$ cat config.mk
export PLATFORM = sky130hd
export DESIGN_NAME = i2s_receiver
export DESIGN_NICKNAME = d
export VERILOG_FILES = /design/src/rtl/i2s_receiver.sv
export SDC_FILE = /design/constraint.sdc
export NUM_CORES = 1
export LEC_CHECK = 0
export CAP_MARGIN = 15
export CELL_PAD_IN_SITES_DETAIL_PLACEMENT = 1
export CELL_PAD_IN_SITES_GLOBAL_PLACEMENT = 2
export CORE_UTILIZATION = 33
export CTS_CLUSTER_DIAMETER = 200
export CTS_CLUSTER_SIZE = 16
export DETAILED_ROUTE_END_ITERATION = 10
export GPL_ROUTABILITY_DRIVEN = 0
export GPL_TIMING_DRIVEN = 0
export PLACE_DENSITY = 0.84
export SLEW_MARGIN = 30
export SYNTH_ARGS = -nofsm -noshare
export SYNTH_HDL_FRONTEND = slang
export SYNTH_SLANG_ARGS = --single-unit
$ cat constraint.sdc
create_clock -name clk -period 2.7 [get_ports clk]
set_input_delay 0.54 -clock clk [delete_from_list [all_inputs] [get_ports clk]]
set_output_delay 0.54 -clock clk [all_outputs]
set_load 0.02 [all_outputs]
$ cat src/rtl/i2s_receiver.sv
// i2s_receiver: slave-mode I2S deserialiser that outputs signed stereo frames with a one-cycle valid pulse.
// The bit clock is synchronised into clk and edge-detected, so ws and sd see the same latency as bclk.
module i2s_receiver #(
  parameter int DATA_WIDTH = 16
) (
  input  logic                         clk,
  input  logic                         rst,
  input  logic                         i2s_bclk,
  input  logic                         i2s_ws,
  input  logic                         i2s_sd,
  output logic signed [DATA_WIDTH-1:0] left_sample,
  output logic signed [DATA_WIDTH-1:0] right_sample,
  output logic                         sample_valid,
  output logic                         locked
);
  localparam int CW = $clog2(DATA_WIDTH + 1);
  typedef enum logic {UNLOCKED, RECEIVING} state_t;
  state_t r_state, w_next;
  logic r_bclk_s1, r_bclk_s2, r_bclk_s3, r_ws_s1, r_ws_s2, r_sd_s1, r_sd_s2;
  logic r_primed, r_ws_prev, r_left_have;
  logic [DATA_WIDTH-1:0] r_shift, r_left_hold, w_shift, w_word;
  logic [CW-1:0] r_cnt, w_cnt;
  logic w_rise, w_edge;
  assign w_rise = r_bclk_s2 & ~r_bclk_s3;
  assign w_edge = r_primed & (r_ws_s2 != r_ws_prev);
  assign locked = (r_state == RECEIVING);
  always_comb begin
    w_shift = r_shift;
    w_cnt   = r_cnt;
    if (r_cnt < CW'(DATA_WIDTH)) begin
      w_shift = {r_shift[DATA_WIDTH-2:0], r_sd_s2};
      w_cnt   = r_cnt + 1'b1;
    end
    // left-justify so short slots come out zero-padded in the LSBs
    w_word = w_shift << (CW'(DATA_WIDTH) - w_cnt);
    w_next = (w_rise && w_edge) ? RECEIVING : r_state;
  end
  always_ff @(posedge clk or negedge rst) begin
    if (!rst) r_state <= UNLOCKED;
    else      r_state <= w_next;
  end
  always_ff @(posedge clk or negedge rst) begin
    if (!rst) begin
      {r_bclk_s1, r_bclk_s2, r_bclk_s3} <= '0;
      {r_ws_s1, r_ws_s2, r_sd_s1, r_sd_s2} <= '0;
      r_primed     <= 1'b0;
      r_ws_prev    <= 1'b0;
      r_left_have  <= 1'b0;
      r_shift      <= '0;
      r_cnt        <= '0;
      r_left_hold  <= '0;
      left_sample  <= '0;
      right_sample <= '0;
      sample_valid <= 1'b0;
    end else begin
      {r_bclk_s1, r_bclk_s2, r_bclk_s3} <= {i2s_bclk, r_bclk_s1, r_bclk_s2};
      {r_ws_s1, r_ws_s2} <= {i2s_ws, r_ws_s1};
      {r_sd_s1, r_sd_s2} <= {i2s_sd, r_sd_s1};
      sample_valid <= 1'b0;
      if (w_rise) begin
        r_primed  <= 1'b1;
        r_ws_prev <= r_ws_s2;
        if (w_edge) begin
          r_shift <= '0;
          r_cnt   <= '0;
          if (r_state == RECEIVING) begin
            if (!r_ws_prev) begin
              r_left_hold <= w_word;
              r_left_have <= 1'b1;
            end else if (r_left_have) begin
              left_sample  <= r_left_hold;
              right_sample <= w_word;
              sample_valid <= 1'b1;
              r_left_have  <= 1'b0;
            end
          end
        end else if (r_state == RECEIVING) begin
          r_shift <= w_shift;
          r_cnt   <= w_cnt;
        end
      end
    end
  end
endmodule

==> summary.md <==
| Metric | Value |
|---|---|
| Initial core utilization | `34.31%` |
| Root Driver | `clkbuf_16` |
| Total CTS buffers | `9` |
| Netlist cell types | `60` |
| Core box area | `12210 um2` |
| Clock sinks | `81` |
| Most frequent cells in the layout | `100 x nand2_1, 81 x dfrtp_1, 37 x clkdlybuf4s50_1` |
| Final setup margin | `0.1507 ns` |
| Routed Antenna Nets | `0` |
| Total gr overflow | `0` |
| Ports | `39` |
| Rel. slew slack | `50.69%` |
| Initial antenna violation count | `0` |
| Routed WL | `11190 um` |
| VDD IR-drop max | `431.4 uV` |
| Slew @ Worst Pin | `0.7348 ns` |
| Synth Instances | `421` |
| Tot Pwr | `4511 uW` |
| Via count | `3399` |
| Fin. Hold Viols | `0` |
| Util after Layout | `43.85%` |
| Setup violators final | `0` |
| Clock Latency Late Sink | `0.35 ns` |
| DP HPWL | `8162 um` |
| Finished Layout Cells | `655` |
| Min cycle time layout | `2.549 ns` |
| Worst min path class | `in -> async` |
| All-Layer GR Usage | `18.73%` |
| Compound-Gate Fraction of Synth Area | `16.33%` |
| Chip Height | `114.7 um` |
| Post-synthesis mux area share | `10.99%` |
| First-pass GRT wire length | `18660 um` |
| Skew final | `0.008408 ns` |
| Residual DRC | `0` |
| CP Launch Type | `flip-flop` |
| Largest family of logic cells by synthesized area | `simple AND/OR/NAND/NOR gates` |
| H-tree levels | `3` |
| Critical path fanouts, max | `8` |
| Placement Cell Area | `4815 um2` |
| Fmax achieved | `392.3 MHz` |
| Row count | `40` |
| Routed len/inst | `17.09 um` |
| Most common cell after layout, fill and taps aside | `nand2_1` |
| Pre-Repair DR Iteration Count | `4` |
| Pin count of the biggest net entering global routing | `64` |
| Vias in the first global route | `3468` |
| Layout cells sized above 1 | `17.86%` |
| EDFF count, synth | `0` |
| Dpl ws | `-0.2525 ns` |
| RSZ-0062 raised after global routing | `false` |
| Power Dens Cells | `842.3 nW/um2` |
| Register area share after synthesis | `48.37%` |
| CTS tree | `yes` |
| Die width | `114.7 um` |
| Mapped Area | `4190 um2` |
| Leakage | `0.002231 uW` |
| Top cells by area, synth | `dfrtp_1 48%, nand2_1 9.0%, mux2i_1 4.5%` |
| Syn avg cell area | `9.953 um2` |
| Worst EP arrival | `2.82 ns` |
| Ys flop type | `dfrtp_1` |
| Iteration-0 DRC Markers | `114` |
| Post-CTS Hold Buffers | `0` |
| Placed cell count | `628` |
| Simple-gate portion of the synthesized area | `17.98%` |
| Status | `completed` |
| Area Growth Syn to Fin | `27.80%` |
| Yosys warns | `0` |
| Post-synth top area share | `48.37%` |
| Synth Area in Adders | `0.2986%` |
| CP required | `2.97 ns` |
| Dominant cell type by area after synthesis | `dfrtp_1` |
| Die area | `13150 um2` |
| Final Net Count | `491` |
| I/O Buffers | `38` |
| Antenna diodes | `0` |
| Via/cell ratio | `5.189` |
| Max-cap violations | `0` |
| Synth Area in XOR/XNOR | `2.210%` |
| #FFs+latches synth | `81` |
| Max clock buf depth | `2` |
| Final worst path period share | `94.42%` |
| Crit end category | `flip-flop` |
| Crit Path Class | `reg -> reg` |
| Final instance area | `5355 um2` |
| Max-slew violations | `0` |
| Post-Syn Nets | `427` |
| Fraction of registers with async set/reset | `100.0%` |
| Worst-path clk slew | `0.06 ns` |
routing by layer:
layer  global-route usage (%)  vias to the layer above  part of all wire, %
li1                         -                     1612                    -
met1                    23.54                     1700                   45
met5                        0                        -                    0
met3                    4.129                       17                  3.5
met4                    7.792                        0                  2.3
met2                    31.15                       70                   49
worst max-delay path, cell delays in order (launching register included):
cell and delay (ns):
dfrtp_1 0.42, ha_4 0.25, buf_6 0.13, and2b_4 0.19
or3_1 0.30, buf_4 0.17, a21o_1 0.19, and2_1 0.17
mux4_2 0.50, o21ai_1 0.15
power breakdown:
group / total, uW / internal, uW / switching [uW]
combinational: 1760 / 786 / 977
clock: 1280 / 818 / 465
sequential: 1460 / 1360 / 106
total: 4510 / 2960 / 1550
kinds of logic after synthesis:
family / count (synthesis)
AOI/OAI and AO/OA: 98
buffers and inverters: 33
xor gates and xnor gates: 8
and+or+nand+nor: 163
muxes: 37
adders and majority gates: 1
DFF: 81
path summary, 6_finish.rpt:
kind	from	to	slack (ns)	cells after the start
hold / removal	rst	left_sample[0]	0.02	1
setup / recovery	r_cnt[1]	r_left_hold[14]	0.15	9
min in group clk	r_ws_s1	r_ws_s2	0.35	0
setup reg to reg	r_cnt[1]	r_left_hold[14]	0.15	9
max in group asynchronous	rst	r_shift[10]	2.12	2
hold reg to reg	r_ws_s1	r_ws_s2	0.35	0
state kept, by name (all words and copies together), names as in the netlist, 5 cells and up:
name,cells
left_sample,16
r_cnt,5
right_sample,16
r_left_hold,16
r_shift,16
metrics by stage:
step | hold WS (ns) | setup TNS (ns)
3_3_place_gp | 0.3324 | -143.28
5_1_grt | 0.02376 | 0
3_5_place_dp | 0.3373 | -2.173
6_report | 0.02238 | 0
2_1_floorplan | 0.2444 | 0
4_1_cts | 0.01775 | -0.01123
layout make-up:
type,count,area [um2]
Buffer,27,156.4
Fill cell,1407,6857
Sequential cell,81,2027
Timing Repair Buffer,54,521.8
Inverter,5,18.77
Clock buffer,10,239.0
Multi-Input combinational cell,307,2115
Clock inverter,3,67.56
Tap cell,168,210.2
cells in the mapped netlist (all sizes together), types with 4 or more instances:
master  count
nand3      11
inv         4
a22o       17
or3         6
clkbuf     13
nand2     100
mux2i      19
o211ai      4
nor2b       4
mux2       12
o31ai       7
a21oi      11
nor3        5
and2        7
xor2        5
buf        15
a31oi       6
mux4        6
nor2       14
o41ai       4
o21ai      33
dfrtp      81
timing repair:
item | in CTS | in global routing
endpoints found under the setup margin | 19 | 28
buffers inserted | 1 | 14
pin swaps | 1 | 8
hold endpoints to repair | 0 | 0
resized for setup | 6 | 23
(Power assumes the default switching activity.)
